==> config.mk <==
export PLATFORM = sky130hd
export DESIGN_NAME = chromosome_evaluator
export DESIGN_NICKNAME = d
export VERILOG_FILES = /design/src/rtl/chromosome_evaluator.sv
export SDC_FILE = /design/constraint.sdc
export NUM_CORES = 2
export LEC_CHECK = 0
export CAP_MARGIN = 20
export CORE_MARGIN = 2
export CORE_UTILIZATION = 28
export CTS_CLUSTER_DIAMETER = 80
export DETAILED_ROUTE_END_ITERATION = 10
export PLACE_DENSITY = 0.46
export SETUP_SLACK_MARGIN = 0.05
export SLEW_MARGIN = 20
export SYNTH_ARGS = -nofsm -noshare
export SYNTH_HDL_FRONTEND = slang
export SYNTH_SLANG_ARGS = --single-unit
==> constraint.sdc <==
create_clock -name iClock -period 11.01 [get_ports iClock]
set_input_delay 1.101 -clock iClock [delete_from_list [all_inputs] [get_ports iClock]]
set_output_delay 1.101 -clock iClock [all_outputs]
set_load 0.01 [all_outputs]
==> src/rtl/chromosome_evaluator.sv <==
// Chromosome fitness evaluator: drives a vector table into an external phenotype,
// samples its outputs per vector and accumulates saturating per-channel error sums.
module chromosome_evaluator #(
  parameter int IN_WIDTH      = 8,
  parameter int OUT_WIDTH     = 8,
  parameter int MAX_SEQ       = 16,
  parameter int IDX_WIDTH     = 4,
  parameter int CYC_WIDTH     = 16,
  parameter int SUM_WIDTH     = 32,
  parameter int IGNORE_CYCLES = 5,
  parameter int ZERO_CYCLES   = 1
) (
  input  logic                           iClock,
  input  logic                           iReset,
  input  logic [MAX_SEQ*IN_WIDTH-1:0]    iInputSequence,
  input  logic [MAX_SEQ*OUT_WIDTH-1:0]   iExpectedOutput,
  input  logic [MAX_SEQ*OUT_WIDTH-1:0]   iValidOutput,
  input  logic [IDX_WIDTH:0]             iSequenceCount,
  input  logic [CYC_WIDTH-1:0]           iCyclesPerVector,
  input  logic                           iErrorMode,
  input  logic                           iStart,
  input  logic                           iAck,
  input  logic                           iStall,
  input  logic                           iAbort,
  input  logic [OUT_WIDTH-1:0]           iChromOutput,
  output logic [IN_WIDTH-1:0]            oChromInput,
  output logic                           oChromZero,
  output logic                           oReady,
  output logic                           oDone,
  output logic [OUT_WIDTH*SUM_WIDTH-1:0] oErrorSums,
  output logic [IDX_WIDTH-1:0]           oVectorIndex,
  output logic [2:0]                     oState
);

  // Handshake: iStart is accepted only while oReady; results are held while oDone
  // until iAck is sampled high; iAbort returns any busy state to IDLE.
  typedef enum logic [2:0] {
    IDLE       = 3'd0,
    PROCESSING = 3'd1,
    DONE       = 3'd2,
    STALLED    = 3'd3,
    INPUT_WAIT = 3'd4,
    ZEROING    = 3'd5
  } state_t;

  localparam int EXT_W = ((SUM_WIDTH > CYC_WIDTH) ? SUM_WIDTH : CYC_WIDTH) + 1;
  localparam logic [IDX_WIDTH:0]   MAX_COUNT = (IDX_WIDTH+1)'(MAX_SEQ);
  localparam logic [IDX_WIDTH:0]   CNT_ONE   = (IDX_WIDTH+1)'(1);
  localparam logic [IDX_WIDTH-1:0] IDX_ONE   = IDX_WIDTH'(1);
  localparam logic [CYC_WIDTH-1:0] CYC_ONE   = CYC_WIDTH'(1);
  localparam logic [CYC_WIDTH-1:0] CYC_MAX   = '1;
  localparam logic [CYC_WIDTH-1:0] IGNORE_C  = CYC_WIDTH'(IGNORE_CYCLES);
  localparam logic [CYC_WIDTH-1:0] ZERO_LAST = CYC_WIDTH'(ZERO_CYCLES - 1);
  localparam logic [SUM_WIDTH-1:0] SUM_MAX   = '1;

  state_t state, stateNext;

  logic [IDX_WIDTH:0]   seqCount;
  logic [CYC_WIDTH-1:0] cyclesPerVector;
  logic                 errorMode;
  logic [IDX_WIDTH-1:0] vectorIndex;
  logic [CYC_WIDTH-1:0] cycleCount;
  logic [CYC_WIDTH-1:0] zeroCount;
  logic [CYC_WIDTH-1:0] acc      [OUT_WIDTH];
  logic [CYC_WIDTH-1:0] accNext  [OUT_WIDTH];
  logic [SUM_WIDTH-1:0] sums     [OUT_WIDTH];
  logic [SUM_WIDTH-1:0] sumsNext [OUT_WIDTH];

  logic [IN_WIDTH-1:0]  inVec    [MAX_SEQ];
  logic [OUT_WIDTH-1:0] expVec   [MAX_SEQ];
  logic [OUT_WIDTH-1:0] validVec [MAX_SEQ];

  logic [IDX_WIDTH:0]   startCount;
  logic [CYC_WIDTH-1:0] startCycles;
  logic [OUT_WIDTH-1:0] mismatch;
  logic                 sampleEn;
  logic                 lastCycle;
  logic                 lastVector;

  genvar gk;
  for (gk = 0; gk < MAX_SEQ; gk++) begin : gUnpack
    assign inVec[gk]    = iInputSequence[gk*IN_WIDTH +: IN_WIDTH];
    assign expVec[gk]   = iExpectedOutput[gk*OUT_WIDTH +: OUT_WIDTH];
    assign validVec[gk] = iValidOutput[gk*OUT_WIDTH +: OUT_WIDTH];
  end

  for (gk = 0; gk < OUT_WIDTH; gk++) begin : gPack
    assign oErrorSums[gk*SUM_WIDTH +: SUM_WIDTH] = sums[gk];
  end

  // Sum update never wraps: the addition is done one bit wider and clamped.
  function automatic logic [SUM_WIDTH-1:0] satAdd(input logic [SUM_WIDTH-1:0] a,
                                                  input logic [CYC_WIDTH-1:0] b);
    logic [EXT_W-1:0] s;
    s = EXT_W'(a) + EXT_W'(b);
    if (s > EXT_W'(SUM_MAX)) satAdd = SUM_MAX;
    else                     satAdd = s[SUM_WIDTH-1:0];
  endfunction

  always_comb begin
    startCount  = (iSequenceCount > MAX_COUNT) ? MAX_COUNT : iSequenceCount;
    startCycles = (iCyclesPerVector == '0) ? CYC_ONE : iCyclesPerVector;
    mismatch    = (iChromOutput ^ expVec[vectorIndex]) & validVec[vectorIndex];
    sampleEn    = (state == PROCESSING) && (cycleCount >= IGNORE_C);
    lastCycle   = (cycleCount == (cyclesPerVector - CYC_ONE));
    lastVector  = (({1'b0, vectorIndex} + CNT_ONE) == seqCount);
  end

  // Per-channel accumulation; the last cycle's own sample is folded into the sum.
  always_comb begin
    for (int j = 0; j < OUT_WIDTH; j++) begin
      accNext[j]  = acc[j];
      sumsNext[j] = sums[j];
      if (sampleEn && mismatch[j] && (acc[j] != CYC_MAX)) begin
        accNext[j] = acc[j] + CYC_ONE;
      end
      if ((state == PROCESSING) && lastCycle) begin
        if (errorMode) sumsNext[j] = satAdd(sums[j], accNext[j]);
        else           sumsNext[j] = satAdd(sums[j], CYC_WIDTH'(accNext[j] != '0));
      end
    end
  end

  always_ff @(posedge iClock) begin
    if (iReset) state <= IDLE;
    else        state <= stateNext;
  end

  always_comb begin
    stateNext = state;
    case (state)
      IDLE: begin
        if (iStart) stateNext = (startCount == '0) ? DONE : ZEROING;
      end
      ZEROING: begin
        if (zeroCount == ZERO_LAST) stateNext = INPUT_WAIT;
      end
      INPUT_WAIT: stateNext = PROCESSING;
      PROCESSING: begin
        if (lastCycle) begin
          if (lastVector) stateNext = iStall ? STALLED : DONE;
          else            stateNext = INPUT_WAIT;
        end
      end
      STALLED: begin
        if (!iStall) stateNext = DONE;
      end
      DONE: begin
        if (iAck) stateNext = IDLE;
      end
      default: stateNext = IDLE;
    endcase
    if (iAbort && (state != IDLE)) stateNext = IDLE;
  end

  always_ff @(posedge iClock) begin
    if (iReset) begin
      seqCount        <= '0;
      cyclesPerVector <= '0;
      errorMode       <= 1'b0;
      vectorIndex     <= '0;
      cycleCount      <= '0;
      zeroCount       <= '0;
      oChromInput     <= '0;
      for (int j = 0; j < OUT_WIDTH; j++) begin
        acc[j]  <= '0;
        sums[j] <= '0;
      end
    end else begin
      oChromInput <= inVec[vectorIndex];
      case (state)
        IDLE: begin
          if (iStart) begin
            seqCount        <= startCount;
            cyclesPerVector <= startCycles;
            errorMode       <= iErrorMode;
            vectorIndex     <= '0;
            zeroCount       <= '0;
            for (int j = 0; j < OUT_WIDTH; j++) sums[j] <= '0;
          end
        end
        ZEROING: zeroCount <= zeroCount + CYC_ONE;
        INPUT_WAIT: begin
          cycleCount <= '0;
          for (int j = 0; j < OUT_WIDTH; j++) acc[j] <= '0;
        end
        PROCESSING: begin
          cycleCount <= cycleCount + CYC_ONE;
          for (int j = 0; j < OUT_WIDTH; j++) begin
            acc[j]  <= accNext[j];
            sums[j] <= sumsNext[j];
          end
          if (lastCycle && !lastVector) vectorIndex <= vectorIndex + IDX_ONE;
        end
        default: ;
      endcase
    end
  end

  assign oChromZero   = (state == ZEROING);
  assign oReady       = (state == IDLE);
  assign oDone        = (state == DONE);
  assign oVectorIndex = vectorIndex;
  assign oState       = state;

endmodule

[After elaboration in Yosys (flattened, before gate mapping)]
Memory sizes are Yosys's and may differ from the RTL's.
Cells that the tools add are included.
W data, S select, Z words.
Cells by class
  add/subtract/negate cells: 29
  reduce and logical (&&, ||, !) cells: 42
  magnitude comparators: 19
  bitwise operators: 35
  equality and inequality tests: 21
  mux-type cells: 110
Operator list (count)
  $mux W32: 48
  $gt A33 B32 Y1 const B: 16
  $mux W16: 26
  $add A32 B1 Y33: 8
  $add A32 B16 Y33: 8
  $add A16 B1 Y16 const B: 10
  $ne A16 B16 Y1 const B: 8
  $reduce_bool A16 Y1: 8
  $bmux W8 S4: 3
  $pmux W16 S2: 2
  $mux W8: 6
  $logic_not A16 Y1: 2
  $or A1 B1 Y1: 32
  $mux W3: 7
  $logic_and A1 B1 Y1: 20
  $pmux W3 S6: 1
  $eq A16 B16 Y1: 1
  $ge A16 B3 Y1 const B: 1
  $sub A16 B1 Y16 const B: 1
  $mux W1: 13
  $and A8 B8 Y8: 1
  $mux W4: 2
  $ne A2 B2 Y1 const B: 4
  $pmux W4 S2: 1
  21 further kinds: 27
Word-level totals
  memories: 2
  input port bits: 420
  register bits after elaboration: 69
  output and inout port bits: 274
  RAM bits: 384
Memory list
  sums: words 8, bits a word 32, read ports 8, clocked after Yosys merged registers in 0, write ports 8, RTL line 66  | logic [SUM_WIDTH-1:0] sums [OUT_WIDTH];
  acc: words 8, bits a word 16, read ports 8, clocked after Yosys merged registers in 0, write ports 8, RTL line 64  | logic [CYC_WIDTH-1:0] acc [OUT_WIDTH];

[Depth between registers and ports, before layout]
  word-level depth: 16
  gate-level depth with buffers: 26
  depth with buffers taken out: 23

[Worst setup path after synthesis]
Ideal clock, no wire load.
  kind: input -> register
  from: in iChromOutput[0]
  to: mem sums[0][9]
  arrival: 5.875 ns
  path slack: 5.039 ns
  required time: 10.914 ns
  cell stages on the path: 21
  path through: buf_2 > buf_2 > xor2_1 > a32oi_1 > mux4_2 > mux2_2 > nor2_2 > nand3_2 > or3_1 > a31o_2 > nand4_1 > ha_1 > ha_1 > nand3_1 > nor4_1 > nand3_1 > nor2_1 > a21oi_1 > clkbuf_1 > and4_1 > nor4b_1
RTL lines
  from (decl): RTL line 25  | input logic [OUT_WIDTH-1:0] iChromOutput,
  to (decl): RTL line 66

==> PnR_summary.wiki <==
{| class="wikitable"
! Metric !! Value
|-
| Run status || finished, final reports clean
|-
| Share of the cycle needed by the critical path after routing || 69.4%
|-
| Top Family by Delay on Critical Path || simple AND/OR/NAND/NOR gates
|-
| Count of cells along the worst hold path || 2
|-
| Total of endpoints with negative setup slack in the final report || 0
|-
| Most frequent standard cell in the layout excluding fill and tap cells || sky130_fd_sc_hd__clkdlybuf4s50_1
|-
| Type of the most critical hold path || register to register
|-
| Floorplan core area || 137000 sq um
|-
| Maximum number of pins on one net before global-route repair || 76
|-
| Relative area change from synthesis to final layout || 28.4%
|-
| Largest clock skew in the final design || 0.0302 ns
|-
| Hold-fix buffers at CTS || 0
|-
| Total of max-cap violations || 0
|-
| Max Fanout on Critical Path || 44
|-
| DR WL met2 || about 67000 um
|-
| Max incr delay on CP || 0.79 ns
|-
| Number of clock sinks seen by CTS || 453
|-
| Worst-margin pin slew || 1.08 ns
|-
| RePlAce Congestion || 0.959
|-
| Average detailed-routed wire length per instance || 22.9 um
|-
| Clock period minus final worst setup slack || 7.64 ns
|-
| Fraction of layout instances using a drive strength above 1 || around 7.3%
|-
| Accumulated negative setup slack || 0 ns
|-
| Via count of the first global-routing pass || 35000
|-
| Clock latency reported for the late side of the worst-skew pair || roughly 0.67 ns
|-
| Starting Density || between 20% and 30%
|-
| Depth of the worst register-to-register path || 20
|-
| Post-cts resize count || 0
|-
| Placed wire-length estimate after detailed placement || 120000 um
|-
| Crit-path slowest cell || sky130_fd_sc_hd__nor3_1
|-
| Post-synthesis sequential element count || 453
|-
| Instance count of the mapped netlist || 4306
|-
| Share of synthesized flip-flops with an asynchronous set or reset || 0%
|-
| Max-slew violation count || 0
|-
| Commonest cells after routing, fill and taps aside || 692 x sky130_fd_sc_hd__clkdlybuf4s50_1, 386 x sky130_fd_sc_hd__nand2_1, 336 x sky130_fd_sc_hd__edfxtp_1
|-
| Layout net count || 5505
|-
| H-tree levels || 3
|-
| Total power after layout || a little over 0.009 W
|-
| Number of vias in the routed layout || 36600
|-
| Sequential cell area || around 12000 sq um
|-
| Root buffer cell || sky130_fd_sc_hd__clkbuf_16
|-
| Synth Net Count || roughly 4900
|-
| Number of design rule violations left after detail routing || 0
|-
| Count of nets left with antenna violations after detail routing || 0
|-
| # IOs || 694
|-
| Number of flops mapped to enable cells by yosys || 336
|-
| Cell taking the most area after synthesis || sky130_fd_sc_hd__edfxtp_1
|-
| Required time at the worst-slack endpoint || 11.52 ns
|-
| Clock Path Buffers || 3
|-
| Length of the first detailed-routing pass in iterations || 5
|-
| Fill count || 14000
|-
| Max IR drop VDD || 0.0929 mV
|-
| TritonCTS buffer count || 68
|-
| Leakage || 17.5 nW
|-
| Worst Setup Path Type || register to register
|-
| Overflow left after global routing || 0
|-
| Final Core Density || 36.2%
|-
| Post-Route WL || 155000 um
|-
| Unrepaired setup endpoints after global routing || false
|-
| Syn Area/Cell || 8.98 sq um
|-
| Ratio of total power to cell area || 187 nW/um^2
|-
| Area occupied by multi-input gates || 25000 sq um
|-
| Cell area after technology mapping || between 30000 and 40000 sq um
|-
| Yosys synthesis warning count || 0
|-
| CP startpoint kind || register
|-
| Uppermost metal layer occupied by signal nets || met5
|-
| Sequential area share after synthesis || 32.1%
|-
| Data arrival time of the critical path || 8.15 ns
|-
| Area share of the largest cell type after synthesis || 26.1%
|-
| Initial antenna violation count || 15
|-
| Max Fclk || 131 MHz
|-
| GRT Resource Usage Total || 21.4%
|-
| Largest cells by area after synthesis || sky130_fd_sc_hd__edfxtp_1 26%, sky130_fd_sc_hd__xor2_1 6.2%, sky130_fd_sc_hd__dfxtp_1 6.1%
|-
| Number of gates on the worst path with buffers counted || 20
|-
| Drt via density || 5.40
|-
| Worst relative slew slack || 27.7%
|-
| Number of distinct standard cells referenced by the synthesized netlist || 95
|-
| Crit path cell chain || buf_4 > nand2b_1 > o22ai_1 > o21ai_0 > a2111oi_2 > o21ai_2 > or4b_2 > nand4_1 > or4_1 > ha_1 > ha_1 > nand3_1 > nor3_1 > nand3_1 > nor2_1 > a21o_1 > a21oi_1 > or3_1 > o22a_1 > o21ai_0
|-
| X dimension of the die || 376 um
|-
| Critical path buffer and inverter count || 1
|-
| Global-route wire length before repair || 232000 um
|-
| DRT met1 WL || 77400 um
|-
| CTS tree || done
|-
| Final hold violations || 0
|-
| Most frequently used flop master after synthesis || sky130_fd_sc_hd__edfxtp_1
|-
| Count of input and output buffers || ~700
|-
| Critical Path Sink Type || register
|-
| Detailed-routed wire length on met3 || 7840 um
|-
| Post-CTS setup-driven buffer insertion count || 0
|-
| Die Y-Extent || 376 um
|-
| Die area || approximately 140000 sq um
|-
| Total number of placement rows || 136
|-
| Clock-pin slew on the worst setup and hold paths || 0.06 ns
|-
| DRC violation total after the first TritonRoute iteration || approximately 2700
|}
==> path summary, 6_finish.rpt <==
| path | startpoint | endpoint | slack [ns] |
|---|---|---|---|
| setup reg to reg | oVectorIndex[1] | sums[0][93] | 3.37 |
| hold / removal | seqCount[0] | seqCount[0] | 0.47 |
| hold reg to reg | seqCount[0] | seqCount[0] | 0.47 |
| setup / recovery | oVectorIndex[1] | sums[0][93] | 3.37 |
==> worst register-to-register path, stage by stage (launching register included) <==
cell and delay [ns]:
sky130_fd_sc_hd__dfxtp_4 0.66, sky130_fd_sc_hd__buf_4 0.65, sky130_fd_sc_hd__nand2b_1 0.41, sky130_fd_sc_hd__o22ai_1 0.63
sky130_fd_sc_hd__o21ai_0 0.22, sky130_fd_sc_hd__a2111oi_2 0.64, sky130_fd_sc_hd__o21ai_2 0.37, sky130_fd_sc_hd__or4b_2 0.74
sky130_fd_sc_hd__nand4_1 0.12, sky130_fd_sc_hd__or4_1 0.15, sky130_fd_sc_hd__ha_1 0.21, sky130_fd_sc_hd__ha_1 0.20
sky130_fd_sc_hd__nand3_1 0.15, sky130_fd_sc_hd__nor3_1 0.79, sky130_fd_sc_hd__nand3_1 0.35, sky130_fd_sc_hd__nor2_1 0.25
sky130_fd_sc_hd__a21o_1 0.35, sky130_fd_sc_hd__a21oi_1 0.06, sky130_fd_sc_hd__or3_1 0.31, sky130_fd_sc_hd__o22a_1 0.16
sky130_fd_sc_hd__o21ai_0 0.06
==> Yosys cell counts (67+ instances only) <==
cell type,instances
sky130_fd_sc_hd__nor2_1,317
sky130_fd_sc_hd__nand2_1,386
sky130_fd_sc_hd__edfxtp_1,336
sky130_fd_sc_hd__o21ai_0,130
sky130_fd_sc_hd__and3_1,109
sky130_fd_sc_hd__nor2b_1,67
sky130_fd_sc_hd__inv_1,126
sky130_fd_sc_hd__a21oi_1,218
sky130_fd_sc_hd__and2_1,123
sky130_fd_sc_hd__nor3_1,130
sky130_fd_sc_hd__xor2_1,275
sky130_fd_sc_hd__xnor2_1,236
sky130_fd_sc_hd__mux4_2,76
sky130_fd_sc_hd__nand4_1,103
sky130_fd_sc_hd__nand3_1,224
sky130_fd_sc_hd__clkbuf_1,156
sky130_fd_sc_hd__dfxtp_1,117
sky130_fd_sc_hd__ha_1,163
sky130_fd_sc_hd__a221oi_1,148
==> through the flow <==
step                area [sq um]  hold WS, ns  setup WS [ns]  cells
floorplan                  38700        0.440           5.04   4306
global placement           47500        0.454           2.96   6638
detailed placement         47500        0.455           2.97   6638
CTS                        49600        0.462           3.29   6761
global route               49600        0.495           2.92   6762
finish                     49700        0.468           3.37   6767
==> layout make-up <==
cell class | instances | area share (%)
Inverter | 128 | 0.975
Clock inverter | 36 | 0.731
Clock buffer | 87 | 3.67
Antenna cell | 6 | 0.0302
Multi-Input combinational cell | 3519 | 50.3
Tap cell | 1794 | 4.52
Timing Repair Buffer | 744 | 14.7
Sequential cell | 453 | 25.1
==> cells by family (layout without fill, tap and decap cells) <==
logic type / after synthesis / count (layout) / synth area share, %
muxes: 160 / 160 / 6.70
xor gates and xnor gates: 511 / 511 / 11.6
AOI/OAI and AO/OA: 974 / 974 / 17.9
buffers and inverters: 334 / 995 / 3.58
and+or+nand+nor: 1703 / 1703 / 22.4
adders and majority gates: 171 / 171 / 5.69
other: 0 / 6 / 0
DFF: 453 / 453 / 32.1
==> flip-flops by register name, summed over array words and instances (netlist names) <==
signal / count
oChromInput: 8
cyclesPerVector: 16
oState: 3
oVectorIndex: 4
zeroCount: 16
acc: 128
seqCount: 5
sums: 256
cycleCount: 16
errorMode: 1
==> power by group <==
part	internal (W)	switching [W]	leakage, nW
sequential	0.00238	0.000715	4.57
combinational	0.00173	0.00228	11.9
clock	0.00128	0.000926	1.07
total	0.00539	0.00392	17.5
==> metal layers <==
layer | track usage [%] | vias to the layer above
met3 | 3.39 | 159
met4 | 4.26 | 6
met1 | 31.9 | 17900
met5 | 0 | -
li1 | - | 17600
met2 | 32.3 | 889
Note: power is estimated with default switching activity, not from simulation.
